==> src/rtl/clktick_pkg.sv <==
// Shared types and helpers for the clktick_multi tick generator.
// Optional one-shot support is enabled by defining CLKTICK_ONESHOT_EN.
package clktick_pkg;

  localparam int N_BIT_DEF = 16;

  typedef enum logic {
    RUN  = 1'b0,
    DONE = 1'b1
  } state_t;

  // Low bit index of channel ch's divisor inside the flattened div bus.
  function automatic int div_lo(input int ch, input int width);
    return ch * width;
  endfunction

endpackage

==> src/rtl/clktick_chan.sv <==
// One clock-enable channel: down-counter reloaded from div, registered tick.
// With CLKTICK_ONESHOT_EN defined, a channel can stop in DONE after one tick.
module clktick_chan
  import clktick_pkg::*;
#(
  parameter int N_BIT = N_BIT_DEF
) (
  input  logic             clkin,
  input  logic             rst_n,
  input  logic             enable,
  input  logic             restart,
  input  logic [N_BIT-1:0] div,
  output logic             tick
`ifdef CLKTICK_ONESHOT_EN
  ,
  input  logic             oneshot,
  output logic             busy
`endif
);

  state_t           state;
  state_t           state_nxt;
  logic             run;
  logic [N_BIT-1:0] count;

  always_ff @(posedge clkin) begin
    if (!rst_n) state <= RUN;
    else        state <= state_nxt;
  end

  always_comb begin
    state_nxt = state;
    if (restart) begin
      state_nxt = RUN;
`ifdef CLKTICK_ONESHOT_EN
    end else if (enable && (state == RUN) && (count == '0) && oneshot) begin
      state_nxt = DONE;
`endif
    end
  end

  always_comb begin
    run = (state == RUN);
  end

`ifdef CLKTICK_ONESHOT_EN
  assign busy = run;
`endif

  // div is only sampled on restart or reload, so mid-period changes wait a period
  always_ff @(posedge clkin) begin
    if (!rst_n) begin
      count <= '0;
      tick  <= 1'b0;
    end else if (restart) begin
      count <= div;
      tick  <= 1'b0;
    end else if (enable && run) begin
      if (count == '0) begin
        count <= div;
        tick  <= 1'b1;
      end else begin
        count <= count - 1'b1;
        tick  <= 1'b0;
      end
    end else begin
      tick <= 1'b0;
    end
  end

endmodule

==> src/rtl/clktick_multi.sv <==
// N_CH independent clock-enable tick generators plus an aggregate tick.
// Define CLKTICK_ONESHOT_EN to add the oneshot/busy ports.
module clktick_multi
  import clktick_pkg::*;
#(
  parameter int N_BIT = N_BIT_DEF,
  parameter int N_CH  = 4
) (
  input  logic                  clkin,
  input  logic                  rst_n,
  input  logic [N_CH-1:0]       enable,
  input  logic [N_CH-1:0]       restart,
  input  logic [N_CH*N_BIT-1:0] div,
`ifdef CLKTICK_ONESHOT_EN
  input  logic [N_CH-1:0]       oneshot,
  output logic [N_CH-1:0]       busy,
`endif
  output logic [N_CH-1:0]       tick,
  output logic                  any_tick
);

  for (genvar i = 0; i < N_CH; i++) begin : g_chan
    clktick_chan #(
      .N_BIT(N_BIT)
    ) u_chan (
      .clkin  (clkin),
      .rst_n  (rst_n),
      .enable (enable[i]),
      .restart(restart[i]),
      .div    (div[div_lo(i, N_BIT) +: N_BIT]),
      .tick   (tick[i])
`ifdef CLKTICK_ONESHOT_EN
      ,
      .oneshot(oneshot[i]),
      .busy   (busy[i])
`endif
    );
  end

  // Straight OR of the tick registers: same cycle as tick, no extra latency.
  assign any_tick = |tick;

endmodule

==> config.mk <==
export PLATFORM = sky130hd
export DESIGN_NAME = clktick_multi
export DESIGN_NICKNAME = d
export VERILOG_FILES = /design/src/rtl/clktick_pkg.sv /design/src/rtl/clktick_chan.sv /design/src/rtl/clktick_multi.sv
export SDC_FILE = /design/constraint.sdc
export NUM_CORES = 1
export LEC_CHECK = 0
export ABC_AREA = 0
export BUFFER_PORTS_ARGS = -buffer_cell sky130_fd_sc_hd__buf_2
export CORE_MARGIN = 2
export CORE_UTILIZATION = 50
export DETAILED_ROUTE_END_ITERATION = 8
export GPL_TIMING_DRIVEN = 1
export PLACE_DENSITY_LB_ADDON = 0.12
export REMOVE_ABC_BUFFERS = 1
export SYNTH_ARGS = -nofsm -noshare
export SYNTH_HDL_FRONTEND = slang
export SYNTH_SLANG_ARGS = --single-unit
==> constraint.sdc <==
create_clock -name clkin -period 2.6 [get_ports clkin]
set_input_delay 0.52 -clock clkin [delete_from_list [all_inputs] [get_ports clkin]]
set_output_delay 0.52 -clock clkin [all_outputs]
set_load 0.005 [all_outputs]
### Yosys cells after proc, flatten, opt, wreduce, memory -nomap -nowiden

Index checks and enable logic that the tools add are counted.

| cells by class | value |
|---|---|
| $add $sub $neg | 4 |
| multipliers | 0 |
| divide/modulo/power cells | 0 |
| magnitude comparators | 0 |
| equal/unequal tests | 0 |
| shift-type cells | 0 |
| muxes and demuxes | 16 |
| bitwise logic cells | 5 |
| reductions and logical operators | 13 |

Operators by type and width:

| cell | count |
|---|---|
| $mux W16 | 12 |
| $logic_not A16 Y1 | 4 |
| $sub A16 B1 Y16 const B | 4 |
| $reduce_or A3 Y1 | 4 |
| $reduce_bool A2 Y1 | 4 |
| $not A1 Y1 | 5 |
| $mux W1 | 4 |
| $reduce_or A4 Y1 | 1 |

| word-level totals | value |
|---|---|
| register bits after elaboration | 68 |
| bits in latches | 0 |
| bits in writable memories | 0 |
| ROM bits | 0 |
| bits of input ports | 74 |
| output and inout port bits | 5 |
| logic and storage cells | 46 |
| memories | 0 |

### Logic depth before layout (Yosys ltp)

| logic depth | value |
|---|---|
| depth in word-level cells | 4 |
| mapped depth | 8 |
| depth with buffers taken out | 7 |

### Cells and area by module

A second synthesis with hierarchy kept.

| unflattened totals | value |
|---|---|
| cell total of the unflattened synthesis | 550 |
| area total of the unflattened synthesis | 4443.0 um2 |

By module, submodules not included:

| module | instances | cells each | area an instance (um2) | sequential area each (um2) |
|---|---|---|---|---|
| clktick_chan (g_chan[0].u_chan ...) | 3 | 135 | 1098.6 | 340.3 |
| clktick_chan (g_chan[3].u_chan) | 1 | 144 | 1139.8 | 340.3 |
| clktick_multi | 1 | 1 | 7.5 | 0.0 |

### Worst setup path before layout

OpenSTA, ideal clock, no wires.

| timing | value |
|---|---|
| kind | register to register |
| start point | register g_chan[1].u_chan.count[0] |
| end point | register g_chan[1].u_chan.count[12] |
| setup time | 0.119 ns |
| arrival time | 1.949 ns |
| data required time | 2.481 ns |
| slack | 0.532 ns |
| cell stages (with the launch flop) | 8 |
| path buffers | 0 |
| clock period less this slack | 2.068 ns |
| path through | dfxtp_1 > inv_1 > ha_1 > or3b_2 > nor3_1 > nand4_1 > mux2_4 > o221a_1 |

| between the ends | value |
|---|---|
| longest elaborated chain between the ends | 4 |
| elaborated cells between the ends (all ways) | 5 |
| those cells by class | 1 x add/sub; 3 x mux; 1 x reduce/logical |

Ends and longest elaborated chain:

| what | RTL line | RTL |
|---|---|---|
| start: declaration | clktick_chan.sv:24 | `logic [N_BIT-1:0] count;` |
| start signal: assignment | clktick_chan.sv:56 | `count <= div;` |
| start signal: assignment | clktick_chan.sv:60 | `count <= div;` |
| start signal: assignment | clktick_chan.sv:63 | `count <= count - 1'b1;` |
| $sub A16 B1 Y16 or $logic_not A16 Y1 (tied branches) | clktick_chan.sv:63, clktick_chan.sv:59 |  |
| $mux W16 * | clktick_chan.sv:59 | `if (count == '0) begin` |
| $mux W16 * | clktick_chan.sv:58 | `end else if (enable && run) begin` |
| $mux W16 * | clktick_chan.sv:55 | `end else if (restart) begin` |

Every way passes the cells marked *; elsewhere a longest branch is shown, timed or not. The select of a mux whose other input is x is not followed.
A chain may end at the register's enable or synchronous reset.

### Worst setup path in the final report

Same ends and word-level chain as after synthesis.

==> impl_metrics.toml <==
[layout]
final_cell_mix = "buf_2 (78), dfxtp_1 (68), a21oi_1 (53)"
multi_input_comb_area_um2 = 2850
drive_gt1_frac = 0.201
antenna_cells = 0
n_fill_cell = 836
fin_nets = 733
syn_to_final_growth_pct = 15.9
seqCellArea_um2 = 1360
final_common_cell = "buf_2"

[clock_tree]
insertion_delay_ns = 0.35
post_cts_buffers = 0
cts_buffers = 9
cts_max_level = 3
clockBufferDepth = 2
cts.sinks = 68
cts-root-buf = "clkbuf_8"
ctsHoldBuffers = 0
cts-resized-gates = 0
cts_tree = "built"
clk_pin_slew_worst_paths_ns = 0.08

[setup_path]
cp_slowest_stage_delay_ns = 0.51
cp-start-kind = "register"
critical-path-slowest-cell = "or3b_2"
required_ns = 2.85
cp.arrival_ns = 2.60
endpoint_kind = "register"
path_max_fanout = 5
timing.rr.start = "g_chan[1].u_chan.count[0]"
path_class = "reg2reg"
setup.worst_path.start = "g_chan[1].u_chan.count[0]"
crit_chain = "inv_1, ha_1, or3b_2, nor3_1, nand4_1, mux2_4, o221a_1"

[floorplan]
io_pins = 79
initial_core_util = 0.512
die_w_um = 98.1
die_area_um2 = 9620
rows = 34
dieHeight_um = 98.1
coreArea_um2 = 8640

[grt]
grt.total_usage = 0.264
overflow = 0
antenna_found_initial = 0
first_global_vias = 4597
grt_first_pass_wirelength_mm = 21.3
grt_max_degree = 39

[synth]
synth_top_area_cell = "dfxtp_1"
ys_seq_area_frac = 0.308
synth_edf_count = 0
synth_top_cell_area_share = 0.308
synth_seq_cells = 68
ys_types = 72
ys_async_sr_fraction = 0
syn_inst = 576
syn_area_per_cell_um2 = 7.68
synth.area.top_cells = "dfxtp_1 (31%), a21oi_1 (6.0%), o21ai_0 (4.5%)"
ys_warn_count = 0
synth_area_um2 = 4430
synth_flop_cell = "dfxtp_1"

[detailed_routing]
wirelength_mm = 12.8
drt-pass1-iter-count = 5
drc = 0
wl_per_cell_um = 16.8
drt-initial-drc-count = 200
via_count = 4919
ant_nets = 0
drt-vias-per-instance = 6.44

[power_and_ir_drop]
pwr-share-seq = 0.418
power_density_nw_per_um2 = 587
internal_power_w = 0.00194
clockPowerShare = 0.284
ir_worst_vdd_mv = 0.270
p_comb_frac = 0.298
switching_power_w = 0.00107
switching_share = 0.354
p_leak_nw = 1.99

[sta]
finClkSkew_ns = 0.0100
slew-limit-headroom = 0.373
rsz0062_at_grt = "no"
fin_setup_tns_ns = 0
timing.hold.ws_ns = 0.412
slew_viol_final = 0
period_needed_ns = 2.35
hold_violations = 0
min_period_over_period = 0.906
fmaxAchievable_mhz = 425
worstMarginPinSlew_ns = 0.937
setup_viol = 0

[min_path]
holdCritPathClass = "in2reg"
hp-start = "div[11]"

[outcome]
status = "finished, final reports clean"

[run]
cap_violations = 0

[place]
gp_congestion = 0.908
dp_hpwl_mm = 8.86
portBuffers = 78
[cell type report]
type	instances	area share
Multi-Input combinational cell	457	0.556
Tap cell	108	0.0263
Inverter	20	0.0146
Sequential cell	68	0.265
Clock buffer	13	0.0329
Clock inverter	3	0.00390
Timing Repair Buffer	95	0.101
[power by group through the flow]
stage,clock [W],combinational (W),sequential (W)
finish,0.000854,0.000897,0.00126
global route,0.000908,0.000992,0.00128
CTS,0.000867,0.000880,0.00126
detailed placement,0,0.000872,0.00128
global placement,0,0.000854,0.00127
floorplan,0,0.000590,0.00125
[critical path, delay by kind of cell, from the launching register on]
family,cells,cell delay [ns]
buffers and inverters,1,0.11
AOI/OAI and AO/OA,1,0.21
DFF,1,0.32
adders and majority gates,1,0.20
muxes,1,0.28
and+or+nand+nor,3,1.13
[through the flow]
stage / area [µm²] / utilization / worst slack, ns / power, W / cells
2_1_floorplan: 4290 / - / 0.532 / 0.00184 / 545
3_3_place_gp: 4940 / 0.572 / 0.416 / 0.00213 / 748
3_5_place_dp: 4940 / 0.572 / 0.325 / 0.00215 / 748
4_1_cts: 5130 / 0.594 / 0.281 / 0.00300 / 764
5_1_grt: 5130 / 0.594 / 0.112 / 0.00318 / 764
6_report: 5130 / 0.594 / 0.245 / 0.00301 / 764
[final timing paths]
kind	to	slack [ns]	cells past startpoint
worst max-delay path	g_chan[1].u_chan.count[12]	0.25	7
worst min-delay path	g_chan[0].u_chan.count[11]	0.41	3
worst max register to register	g_chan[1].u_chan.count[12]	0.25	7
worst min register to register	g_chan[0].u_chan.count[14]	0.49	2
[logic make-up (layout without fill, tap and decap cells)]
family                     after synthesis  count (layout)  synth area share
xor gates and xnor gates                 1               1           0.00198
AOI/OAI and AO/OA                      187             187             0.277
DFF                                     68              68             0.308
adders and majority gates                8               8            0.0226
muxes                                    5               5            0.0124
buffers and inverters                   51             131            0.0481
and+or+nand+nor                        256             256             0.330
[layer usage]
layer / part of all wire / wire length, µm / up-vias / global-route usage
li1: - / - / 2387 / -
met1: 0.44 / 5620 / 2313 / 0.344
met2: 0.47 / 6070 / 200 / 0.434
met3: 0.074 / 950 / 19 / 0.0630
met4: 0.015 / 197 / 0 / 0.0833
met5: 0 / 0 / - / 0
[state kept, by name, indices dropped and copies added, names as in the netlist]
register	cells
g_chan.u_chan.count	64
g_chan.u_chan.tick	4
[Yosys cell counts (10+ instances only)]
library cell  number
o21ai_0           40
nor2_1            45
clkbuf_1          22
nor4_1            23
nor3_1            25
a21oi_1           53
nand2_1           43
a31oi_1           16
and3_1            10
a211oi_1          10
dfxtp_1           68
nand4_1           10
nand3_1           25
inv_1             18
Note: power is estimated with default switching activity, not from simulation.
